<file path="src/rtl/wisc_pkg.sv">
// wisc_pkg: opcodes, flag-register bit positions and saturation helpers shared by the WISC pipeline.
package wisc_pkg;

    typedef enum logic [3:0] {
        OP_ADD    = 4'h0,
        OP_SUB    = 4'h1,
        OP_XOR    = 4'h2,
        OP_RED    = 4'h3,
        OP_SLL    = 4'h4,
        OP_SRA    = 4'h5,
        OP_ROR    = 4'h6,
        OP_PADDSB = 4'h7,
        OP_LW     = 4'h8,
        OP_SW     = 4'h9,
        OP_LLB    = 4'hA,
        OP_LHB    = 4'hB,
        OP_B      = 4'hC,
        OP_BR     = 4'hD,
        OP_PCS    = 4'hE,
        OP_HLT    = 4'hF
    } opcode_e;

    localparam int FLAG_Z = 2;
    localparam int FLAG_V = 1;
    localparam int FLAG_N = 0;

    // Input is a sign-extended 17-bit sum; bits 16 and 15 disagree only on overflow.
    function automatic logic [15:0] sat16(input logic [16:0] s);
        return (s[16] ^ s[15]) ? (s[16] ? 16'h8000 : 16'h7FFF) : s[15:0];
    endfunction

    function automatic logic [3:0] sat4(input logic [3:0] x, input logic [3:0] y);
        logic [4:0] s;
        s = {x[3], x} + {y[3], y};
        return (s[4] ^ s[3]) ? (s[4] ? 4'h8 : 4'h7) : s[3:0];
    endfunction

endpackage

</file>
<file path="src/rtl/ex_alu.sv">
// ex_alu: combinational WISC execute datapath; produces the result, candidate {Z,V,N} flags
// and a per-flag update mask for the opcode.
module ex_alu
    import wisc_pkg::*;
(
    input  opcode_e     op_i,
    input  logic [15:0] a_i,
    input  logic [15:0] b_i,
    input  logic [7:0]  imm_i,
    input  logic [3:0]  offset_i,
    input  logic [15:0] pc_inc_i,
    output logic [15:0] result_o,
    output logic [2:0]  flags_o,
    output logic [2:0]  flags_en_o
);

    logic [16:0] add_s;
    logic [16:0] sub_s;
    logic [9:0]  red_s;
    logic [31:0] ror_w;
    logic [3:0]  sh;
    logic        ovf;

    assign sh    = imm_i[3:0];
    assign add_s = {a_i[15], a_i} + {b_i[15], b_i};
    assign sub_s = {a_i[15], a_i} - {b_i[15], b_i};
    assign red_s = {{2{a_i[15]}}, a_i[15:8]} + {{2{b_i[15]}}, b_i[15:8]}
                 + {{2{a_i[7]}}, a_i[7:0]} + {{2{b_i[7]}}, b_i[7:0]};
    assign ror_w = {a_i, a_i} >> sh;
    assign ovf   = (op_i == OP_SUB) ? (sub_s[16] ^ sub_s[15]) : (add_s[16] ^ add_s[15]);

    always_comb begin
        result_o   = '0;
        flags_en_o = '0;
        case (op_i)
            OP_ADD: begin
                result_o   = sat16(add_s);
                flags_en_o = 3'b111;
            end
            OP_SUB: begin
                result_o   = sat16(sub_s);
                flags_en_o = 3'b111;
            end
            OP_XOR: begin
                result_o   = a_i ^ b_i;
                flags_en_o = 3'b100;
            end
            OP_SLL: begin
                result_o   = a_i << sh;
                flags_en_o = 3'b100;
            end
            OP_SRA: begin
                result_o   = 16'($signed(a_i) >>> sh);
                flags_en_o = 3'b100;
            end
            OP_ROR: begin
                result_o   = ror_w[15:0];
                flags_en_o = 3'b100;
            end
            OP_RED:    result_o = {{6{red_s[9]}}, red_s};
            OP_PADDSB: result_o = {sat4(a_i[15:12], b_i[15:12]), sat4(a_i[11:8], b_i[11:8]),
                                   sat4(a_i[7:4], b_i[7:4]), sat4(a_i[3:0], b_i[3:0])};
            OP_LW, OP_SW: result_o = (a_i & 16'hFFFE) + {{11{offset_i[3]}}, offset_i, 1'b0};
            OP_LLB:    result_o = (b_i & 16'hFF00) | {8'h00, imm_i};
            OP_LHB:    result_o = (b_i & 16'h00FF) | {imm_i, 8'h00};
            OP_PCS:    result_o = pc_inc_i;
            default:   result_o = '0;
        endcase
    end

    always_comb begin
        flags_o         = '0;
        flags_o[FLAG_Z] = (result_o == 16'h0000);
        flags_o[FLAG_V] = ovf;
        flags_o[FLAG_N] = result_o[15];
    end

endmodule

</file>
<file path="src/rtl/ex_mem_stage.sv">
// ex_mem_stage: WISC execute stage with operand forwarding, {Z,V,N} flag register and EX/MEM register.
// Define EX_FWD_EN to enable MEM/WB forwarding; otherwise operands come straight from the register file.
module ex_mem_stage
    import wisc_pkg::*;
#(
    parameter int DATA_W  = 16,
    parameter int RADDR_W = 4
) (
    input  logic               clk,
    input  logic               rst,
    input  logic               stall,
    input  logic               flush,
    input  logic [3:0]         ex_opcode,
    input  logic [DATA_W-1:0]  ex_rs_data,
    input  logic [DATA_W-1:0]  ex_rt_data,
    input  logic [RADDR_W-1:0] ex_rs,
    input  logic [RADDR_W-1:0] ex_rt,
    input  logic [RADDR_W-1:0] ex_rd,
    input  logic [7:0]         ex_imm,
    input  logic [3:0]         ex_mem_offset,
    input  logic               ex_reg_write,
    input  logic               ex_mem_write,
    input  logic               ex_mem_to_reg,
    input  logic               ex_pcs,
    input  logic [DATA_W-1:0]  ex_pc_inc,
    input  logic               ex_halt,
    input  logic [RADDR_W-1:0] fw_mem_rd,
    input  logic               fw_mem_we,
    input  logic [DATA_W-1:0]  fw_mem_data,
    input  logic [RADDR_W-1:0] fw_wb_rd,
    input  logic               fw_wb_we,
    input  logic [DATA_W-1:0]  fw_wb_data,
    output logic [DATA_W-1:0]  mem_alu_out,
    output logic [DATA_W-1:0]  mem_st_data,
    output logic [RADDR_W-1:0] mem_rd,
    output logic               mem_reg_write,
    output logic               mem_mem_write,
    output logic               mem_mem_to_reg,
    output logic               mem_halt,
    output logic [2:0]         flags
);

    logic [DATA_W-1:0]  op_a;
    logic [DATA_W-1:0]  op_b;
    logic [DATA_W-1:0]  alu_res;
    logic [2:0]         alu_flags;
    logic [2:0]         alu_flags_en;
    logic [2:0]         flags_upd;
    logic [DATA_W-1:0]  alu_out_q;
    logic [DATA_W-1:0]  st_data_q;
    logic [RADDR_W-1:0] rd_q;
    logic               reg_write_q;
    logic               mem_write_q;
    logic               mem_to_reg_q;
    logic               halt_q;
    logic [2:0]         flags_q;
    logic [2:0]         flags_d;

`ifdef EX_FWD_EN
    // A zero source can never match a writeback, so the rd!=0 rule falls out of the R0 case.
    assign op_a = (ex_rs == '0) ? '0 :
                  (fw_mem_we && fw_mem_rd == ex_rs) ? fw_mem_data :
                  (fw_wb_we && fw_wb_rd == ex_rs) ? fw_wb_data : ex_rs_data;
    assign op_b = (ex_rt == '0) ? '0 :
                  (fw_mem_we && fw_mem_rd == ex_rt) ? fw_mem_data :
                  (fw_wb_we && fw_wb_rd == ex_rt) ? fw_wb_data : ex_rt_data;
`else
    logic unused_fw;
    assign unused_fw = ^{ex_rs, ex_rt, fw_mem_rd, fw_mem_we, fw_mem_data,
                         fw_wb_rd, fw_wb_we, fw_wb_data};
    assign op_a      = ex_rs_data;
    assign op_b      = ex_rt_data;
`endif

    ex_alu u_alu (
        .op_i       (ex_pcs ? OP_PCS : opcode_e'(ex_opcode)),
        .a_i        (op_a),
        .b_i        (op_b),
        .imm_i      (ex_imm),
        .offset_i   (ex_mem_offset),
        .pc_inc_i   (ex_pc_inc),
        .result_o   (alu_res),
        .flags_o    (alu_flags),
        .flags_en_o (alu_flags_en)
    );

    // Every flag-setting opcode writes Rd, so an ID/EX bubble (reg_write=0) never touches flags.
    assign flags_upd = ex_reg_write ? alu_flags_en : 3'b000;
    assign flags_d   = (flags_upd & alu_flags) | (~flags_upd & flags_q);

    always_ff @(posedge clk) begin
        if (rst) begin
            alu_out_q    <= '0;
            st_data_q    <= '0;
            rd_q         <= '0;
            reg_write_q  <= 1'b0;
            mem_write_q  <= 1'b0;
            mem_to_reg_q <= 1'b0;
            halt_q       <= 1'b0;
            flags_q      <= '0;
        end else if (flush) begin
            alu_out_q    <= '0;
            st_data_q    <= '0;
            rd_q         <= '0;
            reg_write_q  <= 1'b0;
            mem_write_q  <= 1'b0;
            mem_to_reg_q <= 1'b0;
            halt_q       <= 1'b0;
        end else if (!stall) begin
            alu_out_q    <= alu_res;
            st_data_q    <= op_b;
            rd_q         <= ex_rd;
            reg_write_q  <= ex_reg_write;
            mem_write_q  <= ex_mem_write;
            mem_to_reg_q <= ex_mem_to_reg;
            halt_q       <= ex_halt;
            flags_q      <= flags_d;
        end
    end

    assign mem_alu_out    = alu_out_q;
    assign mem_st_data    = st_data_q;
    assign mem_rd         = rd_q;
    assign mem_reg_write  = reg_write_q;
    assign mem_mem_write  = mem_write_q;
    assign mem_mem_to_reg = mem_to_reg_q;
    assign mem_halt       = halt_q;
    assign flags          = flags_q;

endmodule
</file>
<file path="config.mk">
export PLATFORM = sky130hd
export DESIGN_NAME = ex_mem_stage
export DESIGN_NICKNAME = d
export VERILOG_FILES = /design/src/rtl/wisc_pkg.sv /design/src/rtl/ex_alu.sv /design/src/rtl/ex_mem_stage.sv
export SDC_FILE = /design/constraint.sdc
export NUM_CORES = 1
export LEC_CHECK = 0
export ABC_AREA = 1
export BUFFER_PORTS_ARGS = -buffer_cell sky130_fd_sc_hd__buf_2
export CORE_MARGIN = 5
export CORE_UTILIZATION = 63
export DETAILED_ROUTE_END_ITERATION = 8
export GPL_TIMING_DRIVEN = 0
export PLACE_DENSITY = 0.9
export SLEW_MARGIN = 10
export SYNTH_ARGS = -nofsm -noshare
export SYNTH_HDL_FRONTEND = slang
export SYNTH_HIERARCHICAL = 1
export SYNTH_SLANG_ARGS = --single-unit
</file>
<file path="constraint.sdc">
create_clock -name clk -period 5.2 [get_ports clk]
set_input_delay 0 -clock clk [delete_from_list [all_inputs] [get_ports clk]]
set_output_delay 0 -clock clk [all_outputs]
set_load 0.02 [all_outputs]
</file>
Word-level counts from Yosys, hierarchy flattened. Cells that the tools add are included.

Register bits: 43. Bits of input ports: 127. Output and inout port bits: 43. Logic and storage cells: 72.

Add/sub/neg operators: 10. Equal/unequal tests: 12. Shifts and indexed selects: 3. Mux-type cells: 17. Bitwise logic cells: 15. Reduce and logical (&&, ||, !) cells: 7.

Operators by type and width (number): $pmux 16 s12 (1); $mux 16 (4); $mux 4 (9); $shr 32x4->16 (1); $add 4x4->5 (4); $eq 4x4->1 const B (5); $add 16x16->17 (1); $sub 16x16->17 (1); $add 16x16->16 (1); $eq 4x3->1 const B (4); $logic_not 16->1 (1); $or 16x8->16 (1); $or 8x16->16 (1); $shl 16x4->16 (1); $sshr 16x4->16 (1); $xor 16x16->16 (1); $add 10x10->10 (1); $add 9x8->10 (1); $add 8x8->9 (1); $eq 4x2->1 const B (2); $and 3x3->3 (2); $pmux 3 s2 (1); $reduce_or 2->1 (3); $xor 1x1->1 (6); 9 further kinds (10).

Logic depth before layout (Yosys ltp).
Depth after elaboration: 8. Depth in mapped cells: 30. Gate-level depth less buffers: 30.

Hierarchy. Netlist, hierarchy kept.

By module, submodules not included: ex_alu (times used 1, cells each 1417, area each 7265.7 um^2, sequential area each 0.0 um^2); ex_mem_stage (times used 1, cells each 207, area each 1586.5 um^2, sequential area each 860.8 um^2).

Least setup slack after synthesis. Ideal clock, no wire load.

Kind: input -> register. From: in ex_rt_data[1]. To: reg (tool-made name). Setup time: 0.064 ns. Arrival: 2.988 ns. Data required time: 5.136 ns. Slack: 2.148 ns. Cell stages on the path: 26. Path buffers: 0. Path through: inv_1 -> fa_1 -> fa_1 -> inv_1 -> ha_1 -> inv_1 -> fa_1 -> inv_1 -> nand3_1 -> nand2_1 -> nand2_1 -> nand2_1 -> nand2_1 -> nand3_1 -> inv_1 -> nor2_1 -> nand3_1 -> nor2_1 -> nand2_1 -> nor2_1 -> nand2_1 -> nor2_1 -> inv_1 -> nand3_1 -> nand2_1 -> nor2_1.

RTL lines: start: declaration (RTL line ex_mem_stage.sv:15) `input logic [DATA_W-1:0] ex_rt_data,`.

==> results.json <==
{
  "tritoncts": "yes",
  "yosysTopAreaCell": "nand2_1",
  "ir_drop_v": 0.000184,
  "fp.dieH_um": 129,
  "worst-path-max-fanout": 10,
  "hp-class": "in2reg",
  "violations": "hold timing",
  "layout_common_cells": "604 x nand2_1, 230 x nand3_1, 187 x inv_1, 141 x buf_2, 128 x nor2_1",
  "grt.total_usage_pct": 44.2,
  "drtPass1Iterations": 8,
  "wl_um": 37500,
  "required_ps": 5420,
  "grt_start_max_net_pins": 13,
  "viasPerCell": 6.13,
  "ys_warn_count": 6,
  "fmax_ghz": 0.228,
  "drive_gt1_share_pct": 13.9,
  "num_rows": 43,
  "fill_cells": 1320,
  "final_nets": 1962,
  "start_util_pct": 64.0,
  "post_drt_wl_per_cell_um": 19.4,
  "rsz0062_at_grt": "no",
  "ios": 170,
  "fin_util_pct": 71.4,
  "tns_ps": 0,
  "antenna_found_initial": 1,
  "clock_latency_ps": 300,
  "cts_resized": 0,
  "area.growth.synth_to_final_pct": 11.5,
  "synthDistinctLibCells": 44,
  "cts_hold_buf": 6,
  "die_w_um": 129,
  "outcome": "complete, but fails checks",
  "grt_pass1_vias": 10800,
  "synth_fp_nets": 1835,
  "clock_skew_ps": 0,
  "die_area_sq_um": 16500,
  "critical_path_arrival_ps": 4610,
  "yosysSeqAreaShare_pct": 9.72,
  "layout_commonest_cell": "nand2_1",
  "hold-worst-slack_ps": -4.15,
  "clkSlewWorstSetupHoldPaths_ps": 70,
  "synthCells": 1624,
  "maxSlewHeadroom_pct": 33.4,
  "grt_pass1_wl_um": 57100,
  "hold_viol_final": 1,
  "ctsHtreeMaxLevel": 2,
  "cap_viol_max_count": 0,
  "finalSetupViolCount": 0,
  "n_antenna_cell": 0,
  "gp_congestion": 1.17,
  "leakagePower_nw": 5.65,
  "synth_area_sq_um": 8850,
  "min_period_ps": 4390,
  "syn_area_per_cell_sq_um": 5.45,
  "gr-total-overflow": 0,
  "core_area_sq_um": 13800,
  "powerDensity_nw_per_um2": 192,
  "ant_nets": 0,
  "cts.sinks": 43,
  "synth_seq_cells": 43,
  "cp-end-kind": "flop",
  "drtIter0Drc": 1771,
  "drv_slew": 0,
  "cts_buffers": 5,
  "dp_hpwl_um": 29600,
  "portBuffers": 114,
  "post-cts-setup-buffers": 0,
  "start_kind": "input pin",
  "via_count": 11800,
  "critPathKind": "in2reg",
  "worst_slew_pin_slew_ps": 995,
  "synth_top_area_share_pct": 25.6,
  "fin_crit_sh_pct": 84.5,
  "clockRootBuffer": "clkbuf_16",
  "yosys-top-cells-area": "nand2_1 26%, nand3_1 13%, dfxtp_1 9.7%, ha_1 8.6%, inv_1 7.9%",
  "max-clock-path-buffers": 2,
  "drcViolationCount": 0
}
critical path: stages:
cell and delay (ps):
buf_2 140, inv_1 110, ha_1 290, buf_2 190
nor2_1 250, nand4_1 140, nand3b_1 230, nand2_1 140
nand2_1 110, nand2_1 50, nand2_1 70, xor2_1 190
inv_1 70, ha_1 430, inv_1 180, clkbuf_1 480
nand2_1 90, nand3_1 100, nand2_1 60, nor2_1 400
nand2_1 130, nor2_1 190, nand2_1 80, nor2_1 120
inv_1 60, nand3_1 90, nand2_1 70, nor2_1 130
layout make-up:
class                           instances  area (sq um)  area share, %
Clock buffer                            6           129           1.31
Timing Repair Buffer                  120           631           6.39
Sequential cell                        43           861           8.72
Tap cell                              180           225           2.28
Buffer                                 63           423           4.29
Inverter                              203           767           7.77
Multi-Input combinational cell       1315          6800           68.9
Clock inverter                          1          30.0          0.304
final timing paths:
path | slack (ps) | start | endpoint | cells past startpoint
worst max-delay path | 810 | ex_rt_data[4] | flop | 28
worst min-delay path | -4 | ex_rd[3] | mem_rd[3] | 3
worst max register to register | 4450 | mem_alu_out[9] | mem_alu_out[9] | 2
worst min register to register | 460 | mem_alu_out[13] | mem_alu_out[13] | 2
cells in the mapped netlist (all sizes together):
master and count:
nand3 246, o22ai 7, xnor2 2, nor2 138, o21bai 4, clkinv 3
ha 61, nand2 625, o31ai 1, fa 23, o21ai 44, a21boi 2
a21o 2, xor2 6, dfxtp 43, inv 200, and3 1, nand4 18
a21oi 102, buf 49, nor3 9, and2 4, clkbuf 14, nand3b 6
or2 11, o221ai 1, o211ai 2
kinds of logic (layout without fill, tap and decap cells):
logic type      after synthesis  in the layout  share of synthesized area [%]
xor+xnor                      8              8                          0.792
compound gates              165            165                           9.99
buf+inv                     266            393                           13.4
fa+ha+maj                    84             84                           13.8
simple gates               1058           1058                           52.2
flops                        43             43                           9.72
power by group:
group / leakage (nW) / switching, mW / internal (mW)
sequential: 0.350 / 0.00593 / 0.340
combinational: 5.22 / 0.810 / 0.390
clock: 0.0769 / 0.129 / 0.224
routing by layer:
layer,wire (um),global-route usage (%)
met1,13200,54.0
met2,16100,68.7
met3,4850,10.6
met4,3390,30.7
met5,17,0
metrics by stage:
| stage | worst slack, ps | cell area (sq um) | instances | total power, mW |
|---|---|---|---|---|
| after global placement | 907 | 9650 | 1918 | 1.47 |
| final | 808 | 9870 | 1931 | 1.90 |
| after floorplan | 2150 | 8850 | 1624 | 1.17 |
| after detailed placement | 842 | 9650 | 1918 | 1.49 |
| after CTS | 1030 | 9870 | 1931 | 1.84 |
| after global routing | 643 | 9870 | 1931 | 2.02 |
Power figures use the tool's default switching activity.
